`src/rtl/jt7759_seq_pkg.sv`:
```
// Shared constants and state encoding for the jt7759 phrase sequencer.
package jt7759_seq_pkg;

    localparam int unsigned DATA_W     = 8;
    localparam int unsigned FIFO_DEPTH = 4;
    localparam int unsigned PTR_W      = 2;
    localparam int unsigned CNT_W      = 3;
    localparam int unsigned STROBE_LEN = 2;
    localparam int unsigned TIMEOUT    = 255;
    localparam int unsigned TICK_W     = 8;
    localparam int unsigned STATE_W    = 5;

    typedef enum logic [STATE_W-1:0] {
        ST_IDLE    = 5'b00001,
        ST_STROBE  = 5'b00010,
        ST_WAITBSY = 5'b00100,
        ST_PLAYING = 5'b01000,
        ST_GAP     = 5'b10000
    } state_t;

endpackage

```
`src/rtl/jt7759_seq_fifo.sv`:
```
// 4x8 phrase FIFO; a push into a full FIFO is accepted only when a pop frees a slot in the same cycle.
module jt7759_seq_fifo
    import jt7759_seq_pkg::*;
(
    input  logic              clk,
    input  logic              rst,
    input  logic              clr,
    input  logic              push,
    input  logic [DATA_W-1:0] din,
    input  logic              pop,
    output logic [DATA_W-1:0] head_c,
    output logic              full,
    output logic              empty
);

    logic [DATA_W-1:0] mem [FIFO_DEPTH];
    logic [PTR_W-1:0]  wr_ptr;
    logic [PTR_W-1:0]  rd_ptr;
    logic [CNT_W-1:0]  count_q;
    logic [CNT_W-1:0]  count_d;
    logic              push_ok;
    logic              pop_ok;

    assign pop_ok  = pop && !empty;
    assign push_ok = push && (!full || pop_ok);
    assign head_c  = mem[rd_ptr];

    always_comb begin
        count_d = count_q;
        case ({push_ok, pop_ok})
            2'b10:   count_d = count_q + CNT_W'(1);
            2'b01:   count_d = count_q - CNT_W'(1);
            default: count_d = count_q;
        endcase
    end

    always_ff @(posedge clk) begin
        if (push_ok) begin
            mem[wr_ptr] <= din;
        end
    end

    always_ff @(posedge clk) begin
        if (rst || clr) begin
            wr_ptr  <= '0;
            rd_ptr  <= '0;
            count_q <= '0;
            full    <= 1'b0;
            empty   <= 1'b1;
        end else begin
            if (push_ok) wr_ptr <= wr_ptr + PTR_W'(1);
            if (pop_ok)  rd_ptr <= rd_ptr + PTR_W'(1);
            count_q <= count_d;
            full    <= (count_d == CNT_W'(FIFO_DEPTH));
            empty   <= (count_d == CNT_W'(0));
        end
    end

endmodule

```
`src/rtl/jt7759_seq.sv`:
```
// Queues CPU phrase requests and strobes them one at a time into a jt7759 ADPCM chip.
// Optional replay of the last phrase is enabled by defining JT7759_SEQ_LOOP_EN.
module jt7759_seq
    import jt7759_seq_pkg::*;
#(
    parameter int unsigned GAP = 8
) (
    input  logic              clk,
    input  logic              rst,
    input  logic              cen_ctl,
`ifdef JT7759_SEQ_LOOP_EN
    input  logic              loop,
`endif
    input  logic              cpu_wr,
    input  logic [DATA_W-1:0] cpu_din,
    input  logic              cpu_stop,
    output logic              full,
    output logic              empty,
    output logic              ovf,
    output logic              tout,
    input  logic              snd_busyn,
    output logic              snd_stn,
    output logic [DATA_W-1:0] snd_din,
    output logic              snd_rst
);

    localparam logic [TICK_W-1:0] STROBE_LAST  = TICK_W'(STROBE_LEN - 1);
    localparam logic [TICK_W-1:0] TIMEOUT_LAST = TICK_W'(TIMEOUT - 1);
    localparam logic [TICK_W-1:0] GAP_LAST     = TICK_W'(GAP - 1);

    state_t              state_q;
    state_t              state_d;
    logic [TICK_W-1:0]   cnt_q;
    logic [TICK_W-1:0]   cnt_d;
    logic                stn_d;
    logic [DATA_W-1:0]   din_d;
    logic                ovf_d;
    logic                tout_d;
    logic                pop_c;
    logic [DATA_W-1:0]   head_c;

    jt7759_seq_fifo u_fifo (
        .clk    (clk),
        .rst    (rst),
        .clr    (cpu_stop),
        .push   (cpu_wr && !cpu_stop),
        .din    (cpu_din),
        .pop    (pop_c),
        .head_c (head_c),
        .full   (full),
        .empty  (empty)
    );

    always_ff @(posedge clk) begin
        if (rst) begin
            state_q <= ST_IDLE;
            cnt_q   <= '0;
            snd_stn <= 1'b1;
            snd_din <= '0;
            snd_rst <= 1'b1;
            ovf     <= 1'b0;
            tout    <= 1'b0;
        end else begin
            state_q <= state_d;
            cnt_q   <= cnt_d;
            snd_stn <= stn_d;
            snd_din <= din_d;
            snd_rst <= cpu_stop;
            ovf     <= ovf_d;
            tout    <= tout_d;
        end
    end

    always_comb begin
        state_d = state_q;
        cnt_d   = cnt_q;
        stn_d   = snd_stn;
        din_d   = snd_din;
        tout_d  = tout;
        pop_c   = 1'b0;

        if (cen_ctl) begin
            case (state_q)
                ST_IDLE: begin
                    if (!empty && snd_busyn) begin
                        pop_c   = 1'b1;
                        din_d   = head_c;
                        stn_d   = 1'b0;
                        cnt_d   = '0;
                        state_d = ST_STROBE;
                    end
                end
                ST_STROBE: begin
                    if (cnt_q == STROBE_LAST) begin
                        stn_d   = 1'b1;
                        cnt_d   = '0;
                        state_d = ST_WAITBSY;
                    end else begin
                        cnt_d = cnt_q + TICK_W'(1);
                    end
                end
                ST_WAITBSY: begin
                    if (!snd_busyn) begin
                        cnt_d   = '0;
                        state_d = ST_PLAYING;
                    end else if (cnt_q == TIMEOUT_LAST) begin
                        tout_d  = 1'b1;
                        cnt_d   = '0;
                        state_d = ST_IDLE;
                    end else begin
                        cnt_d = cnt_q + TICK_W'(1);
                    end
                end
                ST_PLAYING: begin
                    if (snd_busyn) begin
                        cnt_d   = '0;
                        state_d = ST_GAP;
                    end
                end
                ST_GAP: begin
                    // GAP=0 still spends one tick here before returning to IDLE
                    if ((GAP == 0) || (cnt_q == GAP_LAST)) begin
                        cnt_d   = '0;
                        state_d = ST_IDLE;
`ifdef JT7759_SEQ_LOOP_EN
                        if (empty && loop) begin
                            stn_d   = 1'b0;
                            state_d = ST_STROBE;
                        end
`endif
                    end else begin
                        cnt_d = cnt_q + TICK_W'(1);
                    end
                end
                default: begin
                    cnt_d   = '0;
                    state_d = ST_IDLE;
                end
            endcase
        end

        // Abort wins over everything, independent of the control enable
        if (cpu_stop) begin
            pop_c   = 1'b0;
            cnt_d   = '0;
            stn_d   = 1'b1;
            state_d = ST_IDLE;
        end

        ovf_d = ovf | (cpu_wr & ~cpu_stop & full & ~pop_c);
    end

endmodule
```
`config.mk`:
```
export PLATFORM = sky130hd
export DESIGN_NAME = jt7759_seq
export DESIGN_NICKNAME = d
export VERILOG_FILES = /design/src/rtl/jt7759_seq_pkg.sv /design/src/rtl/jt7759_seq_fifo.sv /design/src/rtl/jt7759_seq.sv
export SDC_FILE = /design/constraint.sdc
export NUM_CORES = 1
export LEC_CHECK = 0
export ABC_AREA = 1
export CAP_MARGIN = 20
export CORE_MARGIN = 4
export CORE_UTILIZATION = 61
export DETAILED_ROUTE_END_ITERATION = 7
export PLACE_DENSITY = 0.94
export SYNTH_ARGS = -nofsm -noshare
export SYNTH_HDL_FRONTEND = slang
export SYNTH_HIERARCHICAL = 1
export SYNTH_SLANG_ARGS = --single-unit
```
`constraint.sdc`:
```
create_clock -name clk -period 5.8 [get_ports clk]
set_input_delay 1.16 -clock clk [delete_from_list [all_inputs] [get_ports clk]]
set_output_delay 1.16 -clock clk [all_outputs]
set_load 0.005 [all_outputs]
```
==> summary.md <==
| Metric | Value |
|---|---|
| Max VDD drop | `0.000226 V` |
| Nets@finish | `415` |
| Detailed Route WL | `6230 µm` |
| Io pins | `28` |
| GR Overflow Total | `0` |
| EDFF count, synth | `32` |
| Worst-Skew Late Latency | `0.34 ns` |
| Hold Buf Count CTS | `0` |
| Max H-tree Level | `3` |
| Horiz. Die Dim | `79.5 µm` |
| Net Count, Synth | `383` |
| Synth-to-Final Area Change | `15.3%` |
| Vias/cell | `5.31` |
| Die height | `79.5 µm` |
| Hold Fails Final Rpt | `0` |
| Port buffer count | `27` |
| PD cells | `262 nW/µm²` |
| Critical path cell sequence | `clkdlybuf4s50_1, nand2_1, nor2_1, inv_1, nor2_2, inv_2, nor2_1, nand2_1, nand2_1, nand2_2, ha_1, inv_1, fa_1, o21ai_0, inv_1, nand2_1, inv_1, nand3_1, nand2_1` |
| Initial antenna violation count | `0` |
| Num rows | `25` |
| Post-CTS Setup Bufs | `0` |
| Hold Crit Class | `reg -> reg` |
| Final Max Tran Viols | `0` |
| Crit-path slowest cell | `clkdlybuf4s50_1` |
| GRT Total Usage | `21.4%` |
| Async SR Flop Fraction | `0%` |
| Synth cell types | `27` |
| Status | `finished, final reports clean` |
| Antenna fix cells | `0` |
| Max Clock Freq | `252 MHz` |
| CP Launch Type | `input port` |
| Final setup TNS | `0 ns` |
| Final setup violation count | `0` |
| Final Total Pwr | `0.944 mW` |
| CTS clk-pin slew, worst paths | `0.07 ns` |
| Max-Cap Viols | `0` |
| # DRC | `0` |
| Initial Util | `64.3%` |
| Critical path arrival | `4.20 ns` |
| Yosys warnings | `6` |
| Post-DP Area | `3410 µm²` |
| Share of layout cells above drive strength 1 | `9.82%` |
| CP endpoint kind | `register` |
| Ys flop type | `dfxtp_1` |
| DRT Pass-1 Iters | `4` |
| Vias in the first global route | `2385` |
| RD Place Congestion | `0.856` |
| Slew Limit Headroom | `45.2%` |
| Max Root-Sink Buffers | `2` |
| Hpwl dp | `4450 µm` |
| CTS tree | `built` |
| Cells after Synth | `360` |
| WP data required | `6.03 ns` |
| Final cycle utilization of the critical path | `68.5%` |
| Leakage power | `1.41 nW` |
| Cts bufs inserted | `9` |
| Sink Count | `68` |
| Core area | `4850 µm²` |
| WL/cell | `13.4 µm` |
| Seq/Total Area, Yosys | `53.9%` |
| Root Buffer | `clkbuf_8` |
| Top cell by count, worst path | `nand2_1` |
| Worst slew pin tran | `0.819 ns` |
| Clock Skew | `0.00585 ns` |
| Vias | `2464` |
| Final Critical Period | `3.97 ns` |
| Worst Setup Path Type | `in -> reg` |
| Area of the die | `6320 µm²` |
| First-pass GRT wire length | `10200 µm` |
| #FFs+latches synth | `68` |
| Critical path's largest stage delay | `0.58 ns` |
| Post-DRT Antenna Nets | `0` |
| Resized Gates After CTS | `0` |
| RSZ-0062 raised after global routing | `false` |
| CP Max Fanout | `11` |
| Iter 0 DRT Violations | `98` |
| Post-Synthesis Cell Area | `3120 µm²` |
| Post-route cell area | `3600 µm²` |
| Syn avg cell area | `8.66 µm²` |
| Largest net degree at the start of global routing | `18` |
kinds of logic (layout without fill, tap and decap cells):
| kind of cell | Yosys count | after routing | synth area share (%) |
|---|---|---|---|
| AND/OR/NAND/NOR | 176 | 176 | 24.9 |
| flip-flops | 68 | 68 | 53.9 |
| buffers and inverters | 55 | 92 | 7.82 |
| AO/OA/AOI/OAI | 49 | 49 | 8.70 |
| adder cells (fa/ha/maj) | 9 | 9 | 3.85 |
| XOR/XNOR | 3 | 3 | 0.843 |
critical path, delay by kind of cell:
| family | cells | cell delay, ns |
|---|---|---|
| fa+ha+maj | 2 | 0.66 |
| compound gates | 1 | 0.16 |
| simple gates | 10 | 1.13 |
| buf+inv | 6 | 1.06 |
placed cells by master (no fill, tap or decap), types with 2 or more instances in the layout:
cell type        instances
nand2_2                  3
ha_1                     8
nand2_4                  3
o21ai_1                  2
o21ai_2                  2
nor2_4                   2
nand2_1                 79
nor2_1                  58
clkdlybuf4s50_1         27
clkbuf_1                 2
nand3_2                  2
a21oi_1                 15
inv_2                    3
o21ai_0                 19
o22ai_1                  8
a21oi_2                  2
dfxtp_1                 36
nand4_1                  5
edfxtp_1                32
inv_1                   46
clkinvlp_4               2
nand3_1                 13
xor2_1                   3
clkinv_1                 2
clkbuf_8                 9
nor2_2                   9
layout make-up:
| type | count | area, µm² |
|---|---|---|
| flip-flops and latches | 68 | 1680 |
| fillers | 364 | 1250 |
| multi-input cells | 237 | 1190 |
| repair buffers | 27 | 270 |
| inverters | 49 | 184 |
| clock buffers | 11 | 131 |
| well taps | 67 | 83.8 |
| clock inverters | 5 | 52.6 |
cell usage after synthesis, types with 3 or more instances:
cell       n  area (µm²)
nor2_2     9        56.3
o21ai_0   19        95.1
dfxtp_1   36         721
buf_6      5        56.3
nand2_4    3        33.8
a21oi_1   15        75.1
inv_1     46         173
ha_1       8         100
inv_2      3        11.3
nand2_1   79         297
nand4_1    5        31.3
nor2_1    58         218
nand2_2    3        18.8
o22ai_1    8        50.1
edfxtp_1  32         961
nand3_1   13        65.1
xor2_1     3        26.3
where the power goes:
group | internal [mW] | total (mW) | switching, mW
sequential | 0.510 | 0.514 | 0.00425
combinational | 0.0246 | 0.0662 | 0.0416
clock | 0.196 | 0.364 | 0.168
metrics by stage:
step	instances	util, %	hold WS [ns]	worst slack (ns)
floorplan	360	-	0.444	2.52
global placement	448	70.4	0.438	1.80
detailed placement	448	70.4	0.440	1.59
CTS	464	74.2	0.451	1.90
finish	464	74.2	0.449	1.83
global route	464	74.2	0.473	1.60
per-layer routing:
| layer | part of all wire [%] | GRT usage, % | vias up |
|---|---|---|---|
| met2 | 53 | 38.9 | 67 |
| met5 | 0 | 0 | - |
| met4 | 1.9 | 9.45 | 0 |
| met1 | 39 | 21.8 | 1152 |
| met3 | 5.9 | 7.56 | 15 |
| li1 | - | - | 1230 |
registers in the layout, summed over array words and instances, names as in the netlist, named ones only:
name,count
u_fifo/mem,32
cnt_q,8
snd_din,8
state_q,5
u_fifo/count_q,3
u_fifo/rd_ptr,2
u_fifo/wr_ptr,2
ovf,1
snd_rst,1
snd_stn,1
tout,1
u_fifo/empty,1
u_fifo/full,1
final timing paths:
| check | depth (start not counted) | slack, ns | to | startpoint |
|---|---|---|---|---|
| worst max register to register | 18 | 2.82 | u_fifo/empty | state_q[0] |
| worst min register to register | 2 | 0.45 | tout | tout |
| worst min-delay path | 2 | 0.45 | tout | tout |
| worst max-delay path | 19 | 1.83 | u_fifo/empty | snd_busyn |
Note: power is estimated with default switching activity, not from simulation.
